### src/rtl/score_record_display.sv
// Score record keeper and display driver: snapshots the final score on death,
// tracks the best score, blinks on a new record and drives three active-low 7-segment digits.
module score_record_display #(
  parameter int BLINKS = 3
) (
  input  logic       Clock,
  input  logic       Reset,
  input  logic       clearBest,
  input  logic       death,
  input  logic       outofbounddeath,
  input  logic [3:0] hundredsDigit,
  input  logic [3:0] tensDigit,
  input  logic [3:0] unitsDigit,
  input  logic       tick,
  input  logic       showBest,
  output logic [6:0] HEX2,
  output logic [6:0] HEX1,
  output logic [6:0] HEX0,
  output logic       newRecord,
  output logic [3:0] bestHundreds,
  output logic [3:0] bestTens,
  output logic [3:0] bestUnits
);

  typedef enum logic [1:0] {PLAY, COMPARE, CELEBRATE, OVER} state_t;

  localparam logic [6:0] SEG_BLANK = 7'h7F;
  localparam logic [3:0] BLINK_TICKS = 4'(2 * BLINKS);

  state_t     state;
  logic       dead, dead_prev, rise;
  logic [3:0] snap_h, snap_t, snap_u;
  logic       phase;
  logic [3:0] blink_count;

  logic [3:0] src_h, src_t, src_u;
  logic       blank_h, blank_t, blink_off;
  logic [6:0] hex2_next, hex1_next, hex0_next;

  function automatic logic [3:0] sanitize(input logic [3:0] d);
    return (d > 4'd9) ? 4'd0 : d;
  endfunction

  function automatic logic [6:0] seg(input logic [3:0] d);
    case (d)
      4'd0:    return 7'h40;
      4'd1:    return 7'h79;
      4'd2:    return 7'h24;
      4'd3:    return 7'h30;
      4'd4:    return 7'h19;
      4'd5:    return 7'h12;
      4'd6:    return 7'h02;
      4'd7:    return 7'h78;
      4'd8:    return 7'h00;
      4'd9:    return 7'h10;
      default: return SEG_BLANK;
    endcase
  endfunction

  assign dead = death | outofbounddeath;
  assign rise = dead & ~dead_prev;

  // Display source selection, leading-zero blanking and blink masking
  always_comb begin
    src_h     = showBest ? bestHundreds : hundredsDigit;
    src_t     = showBest ? bestTens     : tensDigit;
    src_u     = showBest ? bestUnits    : unitsDigit;
    blank_h   = (src_h == 4'd0);
    blank_t   = blank_h && (src_t == 4'd0);
    blink_off = (state == CELEBRATE) && !phase;
    hex2_next = (blank_h || blink_off) ? SEG_BLANK : seg(src_h);
    hex1_next = (blank_t || blink_off) ? SEG_BLANK : seg(src_t);
    hex0_next = blink_off ? SEG_BLANK : seg(src_u);
  end

  always_ff @(posedge Clock) begin
    if (Reset) begin
      state       <= PLAY;
      dead_prev   <= 1'b0;
      snap_h      <= 4'd0;
      snap_t      <= 4'd0;
      snap_u      <= 4'd0;
      newRecord   <= 1'b0;
      phase       <= 1'b1;
      blink_count <= 4'd0;
      HEX2        <= SEG_BLANK;
      HEX1        <= SEG_BLANK;
      HEX0        <= 7'h40;
      if (clearBest) begin
        bestHundreds <= 4'd0;
        bestTens     <= 4'd0;
        bestUnits    <= 4'd0;
      end
    end else begin
      dead_prev <= dead;
      HEX2      <= hex2_next;
      HEX1      <= hex1_next;
      HEX0      <= hex0_next;
      case (state)
        PLAY: begin
          if (rise) begin
            snap_h <= sanitize(hundredsDigit);
            snap_t <= sanitize(tensDigit);
            snap_u <= sanitize(unitsDigit);
            state  <= COMPARE;
          end
        end
        COMPARE: begin
          // Valid BCD digits concatenated compare in the same order as the decimal value
          if ({snap_h, snap_t, snap_u} > {bestHundreds, bestTens, bestUnits}) begin
            bestHundreds <= snap_h;
            bestTens     <= snap_t;
            bestUnits    <= snap_u;
            newRecord    <= 1'b1;
            blink_count  <= BLINK_TICKS;
            phase        <= 1'b1;
            state        <= CELEBRATE;
          end else begin
            state <= OVER;
          end
        end
        CELEBRATE: begin
          if (tick) begin
            blink_count <= blink_count - 4'd1;
            if (blink_count <= 4'd1) begin
              phase <= 1'b1;
              state <= OVER;
            end else begin
              phase <= ~phase;
            end
          end
        end
        OVER: begin
          if (!dead) begin
            newRecord <= 1'b0;
            state     <= PLAY;
          end
        end
        default: state <= PLAY;
      endcase
    end
  end

endmodule

### config.mk
export PLATFORM = sky130hd
export DESIGN_NAME = score_record_display
export DESIGN_NICKNAME = d
export VERILOG_FILES = /design/src/rtl/score_record_display.sv
export SDC_FILE = /design/constraint.sdc
export NUM_CORES = 1
export LEC_CHECK = 0
export BUFFER_PORTS_ARGS = -buffer_cell sky130_fd_sc_hd__buf_2
export CORE_ASPECT_RATIO = 1.1
export CORE_UTILIZATION = 50
export DETAILED_ROUTE_END_ITERATION = 6
export HOLD_SLACK_MARGIN = 0.1
export PLACE_DENSITY = 0.72
export SYNTH_ARGS = -nofsm -noshare
export SYNTH_HDL_FRONTEND = slang
export SYNTH_SLANG_ARGS = --single-unit
### constraint.sdc
create_clock -name Clock -period 4.05 [get_ports Clock]
set_input_delay 0.405 -clock Clock [delete_from_list [all_inputs] [get_ports Clock]]
set_output_delay 0.405 -clock Clock [all_outputs]
set_load 0.05 [all_outputs]
---- Word level (Yosys, flattened, before mapping) ----
Memory sizes are Yosys's and may differ from the RTL's. A register that Yosys moved wholly into a read port is not among the register bits.
Index checks and enable logic that the tools add are counted.
word-level totals
  bits in read-only memories .............. 336
  flip-flop bits (word level) ............. 40
  input port bits ......................... 19
  output and inout port bits .............. 34
  memories ................................ 3
  word-level logic and storage cells ...... 87
operators by class
  muxes and demuxes ....................... 32
  bitwise logic cells ..................... 4
  equality and inequality tests ........... 9
  reduce and logical (&&, ||, !) cells .... 20
  order comparisons ....................... 5
  add/sub/neg operators ................... 1
memory list
  memory            words  bits a word  read ports  clocked after Yosys merged registers in  write ports  line  RTL
  (name not given)  16     7            1           1                                        0            45    case (d)
  (name not given)  16     7            1           1                                        0            45
  (name not given)  16     7            1           0                                        0            45
operator list
  operator                                                                number
  4-bit two-way mux                                                       18
  12-bit > comparator                                                     1
  4-bit > comparator (second input constant)                              3
  3-bit AND reduction                                                     3
  4-bit logical NOT                                                       2
  2-bit two-way mux                                                       4
  2-bit != test (second input constant)                                   4
  2-bit case mux with 4 select lines                                      1
  4-bit case mux with 2 select lines                                      1
  2-bit nonzero test                                                      4
  6-bit two-way mux                                                       1
  2-bit OR reduction                                                      3
  1-bit two-way mux                                                       5
  2-bit equality test (second input constant)                             2
  4-bit by 1-bit <= comparator with 1-bit output (second input constant)  1
  2-bit by 1-bit != test with 1-bit output (second input constant)        2
  1-bit case mux with 2 select lines                                      2
  4-bit AND reduction                                                     1
  4-bit by 1-bit subtractor with 4-bit output (second input constant)     1
  2-bit by 1-bit equality test with 1-bit output (second input constant)  1
  1-bit logical AND                                                       2
  2-bit logical NOT                                                       1
  1-bit logical OR                                                        2
  1-bit NOT                                                               2
  other kinds (4)                                                         4

---- Depth between registers and ports, before layout ----
Gate-level depths: netlist of the first run.
  depth after elaboration ................. 5
  gate-level depth with buffers ........... 10

---- Least setup slack after synthesis of the first run ----
OpenSTA, ideal clock, no wires.
  path kind ............................... register -> register
  start point ............................. register bestUnits[1]
  end point ............................... register bestHundreds[0], enable pin
  library setup time ...................... 398 ps
  data required time ...................... 3652 ps
  slack ................................... 917 ps
  cell stages (with the launch flop) ...... 9
  arrival ................................. 2736 ps
  cells stage by stage .................... edfxtp_1 -> inv_1 -> ha_1 -> nor2b_4 -> o211ai_2 -> a211o_1 -> a31oi_1 -> nand2_1 -> o21ai_0
between the ends
  cells in the longest elaborated chain, start to end .. 3
RTL lines
  element                               line  RTL
  start, declared                       22    output logic [3:0] bestUnits
  start signal, assigned                113   bestUnits <= snap_u;
  12-bit > comparator                   110   if ({snap_h, snap_t, snap_u} > {bestHundreds, bestTens, bestUnits}) begin
  2-bit nonzero test (no source line)   -
  3-bit AND reduction (no source line)  -
  end signal, assigned                  111   bestHundreds <= snap_h;
  end, declared                         20    output logic [3:0] bestHundreds,
No other way between the ends.
A chain may end at the register's enable or synchronous reset.

---- Worst setup path in the final report of the first run ----
  start point ............................. register bestUnits[1]
  end point ............................... register bestTens[3], enable pin
between the ends
  cells in the longest elaborated chain, start to end .. 3
RTL lines
  element                               line  RTL
  12-bit > comparator                   110
  2-bit nonzero test (no source line)   -
  3-bit AND reduction (no source line)  -
  end signal, assigned                  112   bestTens <= snap_t;
  end, declared                         21    output logic [3:0] bestTens,
No other way between the ends.

==> results.toml, run 1 <==
[worst_setup_path]
crit_type = "reg2reg"
cp-start-kind = "flip-flop"
arrival_ps = 2360
critPathRequiredTime_ps = 4070
end_kind = "flip-flop"
cp_max_fo = 7

[pwr]
power_frac_clock = 0.233
power_density_mw_per_mm2 = 434
internal_power_w = 0.000965
p_leak_nw = 1.51
sw_frac_of_total = 0.361
comb_power_share = 0.338
ir_drop_v = 0.000214
seq_power_share = 0.430
power.net_switching_w = 0.000544

[clock_network]
clkLatencyLatePin_ps = 310
cts.htree.levels = 2
cts_max_path_buffers = 2
cts_tree = "built"
clock-root-buffer = "clkbuf_8"
cts-hold-fix-buffers = 0
clk_pin_slew_ps = 90
cts_inserted_buffers = 5
clkSinkCount = 54
cts_resized = 0
post-cts-setup-buffers = 0

[final_layout]
final_net_count = 433
n_antenna_cell = 0
final_cells = 458
drive_gt1_frac = 0.226
area_growth_pct = 13.4
nFillCells = 531

[route]
drc_errors = 0
first_iter_violations = 157
wl_um = 6230
drt-vias-per-instance = 5.18
vias = 2374
ant_nets = 0
drt_pass1_iterations = 5
wire_per_inst_um = 13.6

[floorplanning]
row_count = 29
dieArea_mm2 = 0.00646
die_h_um = 84.2
die_w_um = 76.7
start_util = 0.525
core_area_mm2 = 0.00584
io_pins = 53

[placed_design]
dp.cells = 450
io_buffers = 52
place.gp.congestion = 0.800
hpwl_um = 4820

[timing]
finalCritPeriodShare = 0.578
fin_setup_tns_ps = 0
finClkSkew_ps = 10.3
hold_viol = 0
holdWs_ps = 363
relSlewSlack = 0.495
rsz0062_at_grt = "false"
final-setup-viol-count = 0
period_minus_slack_ps = 2340
tightest_slew_ps = 758
slew_violations = 0
fmax_ghz = 0.428

[logic_synthesis]
synth_area_mm2 = 0.00307
ys_seq_area_frac = 0.391
synth-seq-cells = 54
synth_ff_type = "dfxtp_1"
synth_fp_nets = 382
async_reset_ff_frac = 0
syn_avg_cell_area_um2 = 9.33
yosysUniqueCellTypes = 52
synth-edff-count = 12
synthCells = 329
ys_warn_count = 0

[grt]
grt_max_degree = 43
grt_pass1_wl_um = 10500
grt_pass1_vias = 2320
grt_usage = 0.205
antenna_found_initial = 0
grt.overflow.total = 0

[outcome]
status = "complete, no violations"

[worst_hold_path]
hp-class = "in2reg"

[run]
maxCapViolCount = 0
-- per-layer routing --
| layer | up-vias | wire (um) | GRT usage |
|---|---|---|---|
| met3 | 12 | 189 | 0.0370 |
| met1 | 1067 | 2930 | 0.254 |
| met5 | - | 0 | 0 |
| met2 | 47 | 2970 | 0.347 |
| li1 | 1248 | - | - |
| met4 | 0 | 147 | 0.0874 |
-- state kept, by name, indices dropped and copies added, names as in the netlist --
| register | flops |
|---|---|
| bestHundreds | 4 |
| state | 2 |
| snap_u | 4 |
| HEX1 | 7 |
| HEX0 | 7 |
| snap_t | 4 |
| snap_h | 4 |
| phase | 1 |
| newRecord | 1 |
| dead_prev | 1 |
| bestTens | 4 |
| bestUnits | 4 |
| HEX2 | 7 |
| blink_count | 4 |
-- worst paths after layout --
kind / start / cells past startpoint / endpoint / slack, ps
setup reg to reg: bestUnits[1]$_SDFFCE_PP0P_ / 9 / bestTens[3]$_SDFFCE_PP0P_ / 1710
hold / removal: tensDigit[0] / 3 / snap_t[0]$_SDFFE_PP0P_ / 360
setup / recovery: bestUnits[1]$_SDFFCE_PP0P_ / 9 / bestTens[3]$_SDFFCE_PP0P_ / 1710
hold reg to reg: snap_u[0]$_SDFFE_PP0P_ / 2 / snap_u[0]$_SDFFE_PP0P_ / 470
-- power by group through the flow --
stage | Combinational [W] | Clock (W) | Sequential, W
detailed placement | 0.000508 | 0 | 0.000660
floorplan | 0.000308 | 0 | 0.000749
global route | 0.000564 | 0.000384 | 0.000655
finish | 0.000510 | 0.000351 | 0.000648
CTS | 0.000511 | 0.000362 | 0.000648
global placement | 0.000499 | 0 | 0.000659
-- cells in the mapped netlist, types with 2 or more instances --
master     n  share of area
nand2_1   31          0.038
inv_1     27          0.033
nor2b_1   11          0.022
nor4b_1    3         0.0086
nor3_1     3         0.0049
mux2_2     7          0.026
dfxtp_1   42           0.27
clkbuf_1   5         0.0061
mux2i_1    9          0.029
nand4_1    5          0.010
nor3b_1    6          0.015
nand2b_1   3         0.0061
nand3_1    8          0.013
ha_1      34           0.14
nor2_1    25          0.031
buf_6      2         0.0073
o21ai_0   20          0.033
a31oi_1    3         0.0061
edfxtp_1  12           0.12
mux2_4     2         0.0098
a21oi_1   34          0.055
a21oi_2    3         0.0086
o21ai_1    5         0.0082
-- cells by family after synthesis --
logic type,Yosys count,synth area share
XOR/XNOR,1,0.00285
AO/OA/AOI/OAI,79,0.155
flip-flops,54,0.391
AND/OR/NAND/NOR,104,0.181
buffers and inverters,37,0.0550
adder cells (fa/ha/maj),34,0.139
multiplexers,20,0.0766
-- cell usage in the layout, fill, tap and decap left out, types with 5 or more instances in the layout --
cell type,count
nor2b_1,11
a21oi_1,34
nand3_1,8
ha_1,34
mux2i_1,9
inv_1,27
o21ai_1,5
o21ai_0,20
nor2_1,25
buf_2,52
nor3b_1,6
clkbuf_8,5
mux2_2,7
nand4_1,5
nand2_1,31
edfxtp_1,12
dfxtp_1,42
-- worst max-delay path, stage by stage (launching register included) --
cell and delay, ps:
edfxtp_1 400, inv_1 60, ha_1 300, nor2b_4 140, o211ai_2 70, a211o_1 310, a31oi_1 210, nand2_1 110
o21ai_0 250, buf_4 220
-- cell type report --
class / instances / area (um^2) / area share
clock buffers: 7 / 76.3 / 0.0219
repair buffers: 54 / 275 / 0.0791
inverters: 27 / 101 / 0.0291
flip-flops and latches: 54 / 1200 / 0.345
well taps: 77 / 96.3 / 0.0277
clock inverters: 1 / 30.0 / 0.00863
multi-input cells: 238 / 1700 / 0.488
-- per-stage QoR --
| stage | instance area [um^2] | utilization | setup slack (ps) | power, W |
|---|---|---|---|---|
| after floorplan | 3070 | - | 917 | 0.00106 |
| after global placement | 3370 | 0.577 | 1810 | 0.00116 |
| after detailed placement | 3370 | 0.577 | 1720 | 0.00117 |
| after CTS | 3480 | 0.596 | 1700 | 0.00152 |
| after global routing | 3480 | 0.596 | 1520 | 0.00160 |
| final | 3480 | 0.596 | 1710 | 0.00151 |
No activity file was read; power rests on OpenSTA's default activity.
==> run 2, diff against run 1 <==
ABC_AREA = 1   (was unset)
PLACE_DENSITY = 0.75   (was 0.72)
clock period = 1.9 ns   (was 4.05 ns; I/O delays follow)
==> results.toml, run 2 <==
[timing]
hold_viol = 0
relSlewSlack = 0.588
fin_setup_tns_ps = 0
tightest_slew_ps = 612
finClkSkew_ps = 4.71
fmax_ghz = 0.547
finalCritPeriodShare = 0.961
final-setup-viol-count = 0
setup_slack_ps = 73.2
slew_violations = 0
period_minus_slack_ps = 1830

[grt]
grt_usage = 0.219
grt_pass1_wl_um = 10700
grt_pass1_vias = 2536
grt.overflow.total = 0
antenna_found_initial = 0
grt_max_degree = 17

[worst_setup_path]
end_kind = "flip-flop"
critPathRequiredTime_ps = 1920
crit_path_end = "bestTens[1]$_SDFFCE_PP0P_"
crit_chain = "inv_1, ha_1, nand2_1, inv_1, nand2_2, nor2_4, nand2_1, nand3_2, nand4_1, buf_6, nand2_8"
startpoint = "bestHundreds[1]$_SDFFCE_PP0P_"
cp-start-kind = "flip-flop"
r2r_cells = 11
worst-path-stages = 11
cp_max_fo = 6
crit_type = "reg2reg"
cp_top_family = "simple AND/OR/NAND/NOR gates"
rrSetupSlack_ps = 70
reg2reg_to = "bestTens[1]$_SDFFCE_PP0P_"
crit_path_top_delay_cell = "edfxtp_1"
reg2reg_from = "bestHundreds[1]$_SDFFCE_PP0P_"
max_stage_delay_ps = 350
path_buf_inv = 3
arrival_ps = 1840

[logic_synthesis]
syn_avg_cell_area_um2 = 7.79
synth_ff_type = "dfxtp_1"
synth-seq-cells = 54
yosysMostFrequentCell = "nand2_1"
yosys-top-cells-area = "dfxtp_1 (28%), ha_1 (14%), edfxtp_1 (12%)"
ys_seq_area_frac = 0.403
synth-edff-count = 12
synth_fp_nets = 436
yosys-top-cells-count = "nand2_1 (78), inv_1 (65), dfxtp_1 (42)"
synth_area_mm2 = 0.00298
synth_top_area_frac = 0.282
async_reset_ff_frac = 0
ys_warn_count = 0
synthCells = 383
yosysTopAreaCell = "dfxtp_1"
yosysUniqueCellTypes = 34

[route]
vias = 2680
drt_pass1_iterations = 4
drc_errors = 0
drt-vias-per-instance = 5.12
ant_nets = 0
wire_per_inst_um = 12.3
wl_um = 6410
first_iter_violations = 109

[final_layout]
n_antenna_cell = 0
drive_gt1_frac = 0.217
reg.largest.list = "HEX0 (7), HEX1 (7), HEX2 (7)"
stdcell_area_mm2 = 0.00354
final_net_count = 499
nFillCells = 519
mostFrequentLayoutCells = "nand2_1 (75), inv_1 (63), buf_2 (52)"
layout_commonest_cell = "nand2_1"
area_growth_pct = 18.7

[placed_design]
place_ws_ps = -10.7
io_buffers = 52
place.gp.congestion = 0.875
placed_cell_area_mm2 = 0.00338
hpwl_um = 4870

[clock_network]
clkSinkCount = 54
clk_pin_slew_ps = 90
clkLatencyLatePin_ps = 300
cts_max_path_buffers = 2
cts_inserted_buffers = 5
cts_tree = "built"
cts.htree.levels = 2
clock-root-buffer = "clkbuf_8"

[floorplanning]
row_count = 29
core_area_mm2 = 0.00577
die_w_um = 75.6
die_h_um = 83.0
start_util = 0.517
io_pins = 53
dieArea_mm2 = 0.00628

[pwr]
seq_power_share = 0.398
ir_drop_v = 0.000693
internal_power_w = 0.00214
comb_power_share = 0.427
power_frac_clock = 0.175
p_leak_nw = 1.72
power_density_mw_per_mm2 = 1020
sw_frac_of_total = 0.405
power.net_switching_w = 0.00146

[worst_hold_path]
hold_depth = 3
hp-class = "in2reg"

[run]
maxCapViolCount = 0

[outcome]
status = "complete, no violations"
==> run 2: changes by cell type after synthesis, moves of 10 or more <==
cell     previous run  this run
o21ai_2             0        10
nand2_1            31        78
o21ai_0            20        30
a21oi_1            34        19
nand3_1             8        24
nor2b_1            11         0
inv_1              27        65
==> run 2: worst min path at each step <==
stage	startpoint	slack (ps)	end
floorplan	hundredsDigit[1]	320	snap_h[1]$_SDFFE_PP0P_
global placement	death	420	dead_prev$_SDFF_PP0_
detailed placement	death	430	dead_prev$_SDFF_PP0_
CTS	death	110	dead_prev$_SDFF_PP0_
global route	death	130	dead_prev$_SDFF_PP0_
finish	death	120	dead_prev$_SDFF_PP0_
==> run 2: power groups by stage <==
stage,Sequential [W],Combinational (W),Clock (W)
after global placement,0.00145,0.00145,0
after floorplan,0.00169,0.000866,0
final,0.00143,0.00154,0.000631
after global routing,0.00145,0.00173,0.000687
after CTS,0.00143,0.00151,0.000666
after detailed placement,0.00146,0.00149,0
==> run 2: worst min-delay path, cell delays in order <==
cell and delay, ps:
buf_2 70, nor2_1 50, nor2_1 80
==> run 2: final cells by class <==
cell class                      count  area (um^2)  area share
Tap cell                           77         96.3      0.0272
Multi-Input combinational cell    256         1570       0.442
Timing Repair Buffer               62          339      0.0958
Sequential cell                    54         1200       0.339
Clock buffer                        7         86.3      0.0244
Inverter                           67          251      0.0710
==> run 2: logic make-up after synthesis <==
group                      Yosys count  synth area share
adders and majority gates           34             0.143
buffers and inverters               74            0.0973
and+or+nand+nor                    146             0.206
DFF                                 54             0.403
AOI/OAI and AO/OA                   74             0.148
xor gates and xnor gates             1           0.00294
==> run 2: per-layer routing <==
metal  wire (um)  track usage  up-vias
met5           0            0        -
met4         186       0.0960        0
met3         304       0.0473       15
met2        3220        0.373       61
met1        2700        0.257     1250
li1            -            -     1354
==> run 2: metrics by stage <==
step	total power, W	hold WS (ps)	utilization	std cells
final	0.00360	124	0.614	523
after global routing	0.00387	133	0.614	523
after CTS	0.00361	108	0.607	522
after detailed placement	0.00295	432	0.586	514
after global placement	0.00290	419	0.586	514
after floorplan	0.00255	321	-	383
==> run 2: repair_timing <==
item                                    4_1_cts  5_1_grt
cloned                                        1        0
endpoints found under the setup margin       12       26
buffers inserted                              0        1
gates resized for setup                       7        6
hold buffers                                  0        0
pin swaps                                     4        1
